$ cat src/rtl/lane_sprite_ctrl.sv
// lane_sprite_ctrl
//   Per-lane game-object controller. Owns one bullet and one zombie in a
//   single 120-pixel lane. Both objects advance on a free-running movement
//   tick. Collisions are tested on tick cycles only.
//
//   Optional build macro: AUTO_FIRE_EN. When it is defined, the plant
//   launches a bullet by itself whenever a live, unbreached zombie is
//   in the lane. The fire input is OR-ed in with that condition.
//
// Ports
//   clk, rst       clock; synchronous active-high reset
//   fire           bullet launch request (level or pulse)
//   spawn          zombie spawn request
//   plant_present  a plant occupies the lane; launches need it
//   position, pos  bullet offset (drawn at x=120+position), bullet active
//   gpos, gstart   zombie offset (drawn at x=520-gpos), zombie active
//   hit, kill      one-cycle pulses on a strike / on the zombie's death
//   breach         sticky lane-lost flag, cleared only by rst
module lane_sprite_ctrl #(
  parameter int TICK_DIV     = 1000000,
  parameter int BULLET_STEP  = 4,
  parameter int ZOMBIE_STEP  = 1,
  parameter int BULLET_MAX   = 500,
  parameter int ZOMBIE_LIMIT = 280,
  parameter int ZOMBIE_HP    = 3
) (
  input  logic        clk,
  input  logic        rst,
  input  logic        fire,
  input  logic        spawn,
  input  logic        plant_present,
  output logic [10:0] position,
  output logic        pos,
  output logic [10:0] gpos,
  output logic        gstart,
  output logic        hit,
  output logic        kill,
  output logic        breach
);

  localparam int CW  = (TICK_DIV > 1) ? $clog2(TICK_DIV) : 1;
  localparam int HPW = $clog2(ZOMBIE_HP + 1);
  localparam logic [CW-1:0]  TICK_LAST = CW'(TICK_DIV - 1);
  localparam logic [11:0]    B_STEP    = 12'(BULLET_STEP);
  localparam logic [11:0]    B_MAX     = 12'(BULLET_MAX);
  localparam logic [11:0]    Z_STEP    = 12'(ZOMBIE_STEP);
  localparam logic [11:0]    Z_LIM     = 12'(ZOMBIE_LIMIT);
  // The bullet's right edge is 139+position and the zombie's left edge is
  // 520-gpos. They touch once position+gpos >= 381.
  localparam logic [11:0]    COLL_SUM  = 12'd381;

  typedef enum logic       {B_IDLE, B_FLY} b_state_t;
  typedef enum logic [1:0] {Z_IDLE, Z_WALK, Z_BREACH} z_state_t;

  b_state_t       b_st;
  z_state_t       z_st;
  logic [CW-1:0]  tick_cnt;
  logic [HPW-1:0] hp;

  logic        tick, coll, launch;
  logic [11:0] b_next, z_next;

  assign tick   = (tick_cnt == TICK_LAST);
  assign b_next = {1'b0, position} + B_STEP;
  assign z_next = {1'b0, gpos} + Z_STEP;
  // Only a walking zombie can be struck. A breached zombie stays drawn
  // but is out of play.
  assign coll   = tick && (b_st == B_FLY) && (z_st == Z_WALK) &&
                  (({1'b0, position} + {1'b0, gpos}) >= COLL_SUM);

`ifdef AUTO_FIRE_EN
  assign launch = plant_present && (fire || (gstart && !breach));
`else
  assign launch = plant_present && fire;
`endif

  always_ff @(posedge clk) begin
    if (rst) begin
      tick_cnt <= '0;
      b_st     <= B_IDLE;
      z_st     <= Z_IDLE;
      hp       <= HPW'(ZOMBIE_HP);
      position <= '0;
      pos      <= 1'b0;
      gpos     <= '0;
      gstart   <= 1'b0;
      hit      <= 1'b0;
      kill     <= 1'b0;
      breach   <= 1'b0;
    end else begin
      tick_cnt <= tick ? '0 : tick_cnt + CW'(1);
      hit      <= 1'b0;
      kill     <= 1'b0;

      // Bullet. A launch on a tick cycle wins, and the bullet does not
      // move on that tick.
      case (b_st)
        B_IDLE: if (launch) begin
          b_st     <= B_FLY;
          position <= '0;
          pos      <= 1'b1;
        end
        B_FLY: if (coll || (tick && (b_next > B_MAX))) begin
          b_st     <= B_IDLE;
          position <= '0;
          pos      <= 1'b0;
        end else if (tick) begin
          position <= b_next[10:0];
        end
        default: b_st <= B_IDLE;
      endcase

      // Zombie. On a tick, a collision wins over movement and breach.
      case (z_st)
        Z_IDLE: if (spawn) begin
          z_st   <= Z_WALK;
          gpos   <= '0;
          hp     <= HPW'(ZOMBIE_HP);
          gstart <= 1'b1;
        end
        Z_WALK: if (coll) begin
          hit <= 1'b1;
          hp  <= hp - HPW'(1);
          if (hp == HPW'(1)) begin
            kill   <= 1'b1;
            z_st   <= Z_IDLE;
            gstart <= 1'b0;
            gpos   <= '0;
          end
        end else if (tick) begin
          if (z_next >= Z_LIM) begin
            gpos   <= Z_LIM[10:0];
            z_st   <= Z_BREACH;
            breach <= 1'b1;
          end else begin
            gpos <= z_next[10:0];
          end
        end
        Z_BREACH: ;  // frozen until reset
        default: z_st <= Z_IDLE;
      endcase
    end
  end

endmodule

$ cat config.mk
export PLATFORM = sky130hd
export DESIGN_NAME = lane_sprite_ctrl
export DESIGN_NICKNAME = d
export VERILOG_FILES = /design/src/rtl/lane_sprite_ctrl.sv
export SDC_FILE = /design/constraint.sdc
export NUM_CORES = 1
export LEC_CHECK = 0
export BUFFER_PORTS_ARGS = -buffer_cell sky130_fd_sc_hd__clkbuf_2
export CORE_AREA = 2 2 90 92
export DETAILED_ROUTE_END_ITERATION = 12
export DIE_AREA = 0 0 92 94
export PLACE_DENSITY = 0.62
export SETUP_SLACK_MARGIN = 0.3
export SLEW_MARGIN = 20
export SYNTH_ARGS = -nofsm -noshare
export SYNTH_HDL_FRONTEND = slang
export SYNTH_SLANG_ARGS = --single-unit
$ cat constraint.sdc
create_clock -name clk -period 8.1 [get_ports clk]
set_input_delay 0.405 -clock clk [delete_from_list [all_inputs] [get_ports clk]]
set_output_delay 0.405 -clock clk [all_outputs]
set_load 0.02 [all_outputs]
==> impl_metrics.tcl <==
set metrics [dict create \
    status "finished, final reports clean" \
    n_fill_cell 784 \
    holdPathEnd "z_st[0]$_SDFFE_PP0P_" \
    cts_setup_buffers 0 \
    antenna_found_initial 0 \
    cts-root-buf "clkbuf_8" \
    globalRouteTotalUtil_pct 15.5 \
    cp.arrival_ps 3710 \
    async_flop_share_pct 0 \
    rrSetupSlack_ps 4660 \
    hpwl_mm 4.85 \
    cts_tree "yes" \
    setup_tns_ps 0 \
    grt_pass1_wl_mm 10.9 \
    die_x_um 92 \
    hp-class "input port to flop" \
    nets 398 \
    setup-violations-final 0 \
    r2r-start "gpos[6]$_SDFFE_PP0P_" \
    hp-start "spawn" \
    final_cells 479 \
    cts_hold_buf 0 \
    powerDensity_nw_per_um2 135 \
    cp-end-kind "flop" \
    pwr-share-seq_pct 58.0 \
    p_int_uw 323 \
    drc 0 \
    die-area_sq_um 8650 \
    regArea_sq_um 1000 \
    grt-ovfl-total 0 \
    synth_cell_types 62 \
    fin_worst_skew_ps 12.8 \
    ios 32 \
    wl_per_cell_um 13.6 \
    cts.clk_slew.worst_paths_ps 100 \
    syn_avg_cell_area_sq_um 8.36 \
    start_util_pct 38.3 \
    slew_headroom_pct 57.4 \
    clock_sinks 50 \
    cp-start-kind "flop" \
    synthCells 349 \
    crit_required_ps 8360 \
    synth-main-ff-cell "dfxtp_1" \
    clockPowerShare_pct 35.6 \
    core-area_sq_um 7610 \
    worstMarginPinSlew_ps 638 \
    maxCapViolCount 0 \
    worstSetupPathType "flop to flop" \
    vias 2594 \
    slew_violations 0 \
    grt_max_degree 21 \
    diodes 0 \
    p_leak_uw 0.00132 \
    switching_share_pct 25.9 \
    area_delta_synth_final_pct 10.9 \
    period_needed_ps 3440 \
    cts-resized-gates 0 \
    first_pass_iters 4 \
    fp.dieH_um 94 \
    numCtsBuffers 5 \
    ir_worst_vdd_uv 63.1 \
    drt_wl_total_mm 6.53 \
    drive_above_1_share_pct 13.5 \
    grt_pass1_vias 2328 \
    synth_seq_area_share_pct 34.3 \
    combinationalPowerShare_pct 6.4 \
    fmax_ghz 0.290 \
    net-switching-power_uw 113 \
    final_antenna_net_count 0 \
    yosys_warnings 0 \
    reg2reg_depth 9 \
    htree_levels 2 \
    timing.rr.end "gpos[0]$_SDFFE_PP0P_" \
    multi_input_area_sq_um 1800 \
    viasPerCell 5.42 \
    path_max_fanout 10 \
    drt_iter0_markers 159 \
    io_buffers 29 \
    holdPathStages 3 \
    clock_latency_ps 310 \
    rsz0062_at_grt "false" \
    synth_edf_count 0 \
    netlist_area_sq_um 2920 \
    clk_path_buf_depth 2 \
    hold_viol 0 \
    dp.cells 471 \
    fp-row-count 32 \
    synth-seq-cells 50 \
    gp_congestion 0.904 \
    period_share_pct 42.5 \
]
## worst max path at each step
stage	startpoint	endpoint	slack, ps
floorplan	position[6]$_SDFFE_PP0P_	gpos[0]$_SDFFE_PP0P_	5090
global placement	position[4]$_SDFFE_PP0P_	gpos[0]$_SDFFE_PP0P_	4820
detailed placement	gpos[6]$_SDFFE_PP0P_	gpos[0]$_SDFFE_PP0P_	4720
CTS	gpos[6]$_SDFFE_PP0P_	gpos[0]$_SDFFE_PP0P_	4690
global route	position[5]$_SDFFE_PP0P_	gpos[0]$_SDFFE_PP0P_	4370
finish	gpos[6]$_SDFFE_PP0P_	gpos[0]$_SDFFE_PP0P_	4660
## cells by family after synthesis
logic type | synth area share, %
buffers and inverters | 4.12
and+or+nand+nor | 25.4
other | 0.129
muxes | 0.772
adders and majority gates | 7.29
xor gates and xnor gates | 8.71
AOI/OAI and AO/OA | 19.3
DFF | 34.3
## routing by layer
| metal | part of all wire (%) | track usage, % | vias to the layer above |
|---|---|---|---|
| li1 | - | - | 1307 |
| met1 | 50 | 21.1 | 1217 |
| met2 | 44 | 24.9 | 62 |
| met3 | 4.2 | 2.89 | 8 |
| met4 | 1.6 | 5.22 | 0 |
| met5 | 0 | 0 | - |
## state kept, by name, indices dropped and copies added, names as in the netlist
name / cells
hit: 1
tick_cnt: 20
b_st: 1
gpos: 11
gstart: 1
z_st: 2
kill: 1
hp: 2
position: 9
pos: 1
breach: 1
## worst max-delay path, cell delays in order, from the launching register on
cell and delay [ps]:
dfxtp_1 520, ha_1 390, and3_1 200, a221oi_1 430
nand2b_1 160, a41oi_1 110, a211oi_2 580, o2111ai_2 270
a211oi_2 490, mux2_2 230
## stage by stage
stage,instance area (sq um),utilization (%),hold WS (ps),total power [uW],worst slack (ps)
floorplan,2920,-,426,280,5090
global placement,3140,41.3,441,287,4820
detailed placement,3140,41.3,452,287,4720
CTS,3240,42.5,389,445,4690
global route,3240,42.5,453,458,4370
finish,3240,42.5,401,436,4660
## synthesized netlist by cell type (all sizes together), types with 4 or more instances
cell / instances / area share (%)
dfxtp: 50 / 34
nor2: 40 / 5.2
nand2: 28 / 3.6
ha: 17 / 7.3
nand3: 17 / 2.9
o21ai: 17 / 2.9
inv: 15 / 1.9
xor2: 15 / 4.5
xnor2: 14 / 4.2
a21oi: 12 / 2.1
nor3: 11 / 2.1
a21o: 8 / 2.1
and3: 8 / 1.7
clkbuf: 7 / 0.94
or3: 7 / 1.5
and2: 6 / 1.4
nand2b: 6 / 1.3
a211oi: 5 / 1.6
buf: 5 / 1.2
nand4: 5 / 1.1
o21a: 5 / 1.3
a31o: 4 / 1.2
## power groups by stage
stage / sequential, uW / combinational (uW) / clock [uW]
2_1_floorplan: 259 / 20.6 / 0
3_3_place_gp: 258 / 28.1 / 0
3_5_place_dp: 259 / 28.1 / 0
4_1_cts: 253 / 28.3 / 163
5_1_grt: 254 / 31.8 / 172
6_report: 253 / 28.1 / 155
## area by class of cell
type / count / share of cell area [%]
clock buffer: 5 / 2.13
clock inverter: 3 / 0.812
inverter: 15 / 1.74
multi-input combinational: 274 / 55.7
sequential: 50 / 30.9
tap: 102 / 3.94
timing repair buffer: 30 / 4.72
## layout by cell type (no fill, tap or decap), types with 3 or more instances in the layout
cell	netlist	routed
dfxtp_1	50	50
nor2_1	39	39
clkbuf_2	1	29
nand2_1	28	28
nand3_1	17	17
ha_1	17	17
inv_1	15	15
xor2_1	15	15
o21ai_0	16	15
xnor2_1	14	14
a21oi_1	12	12
nor3_1	10	10
and3_1	8	8
a21o_1	8	8
or3_1	7	7
nand2b_1	6	6
nand4_1	5	5
o21a_1	5	5
and2_1	5	5
clkbuf_8	0	5
a211oi_1	3	3
nor4_1	3	3
a31o_2	3	3
nand4b_1	3	3
o32ai_1	3	3
conb_1	1	3
(Power assumes the default switching activity.)
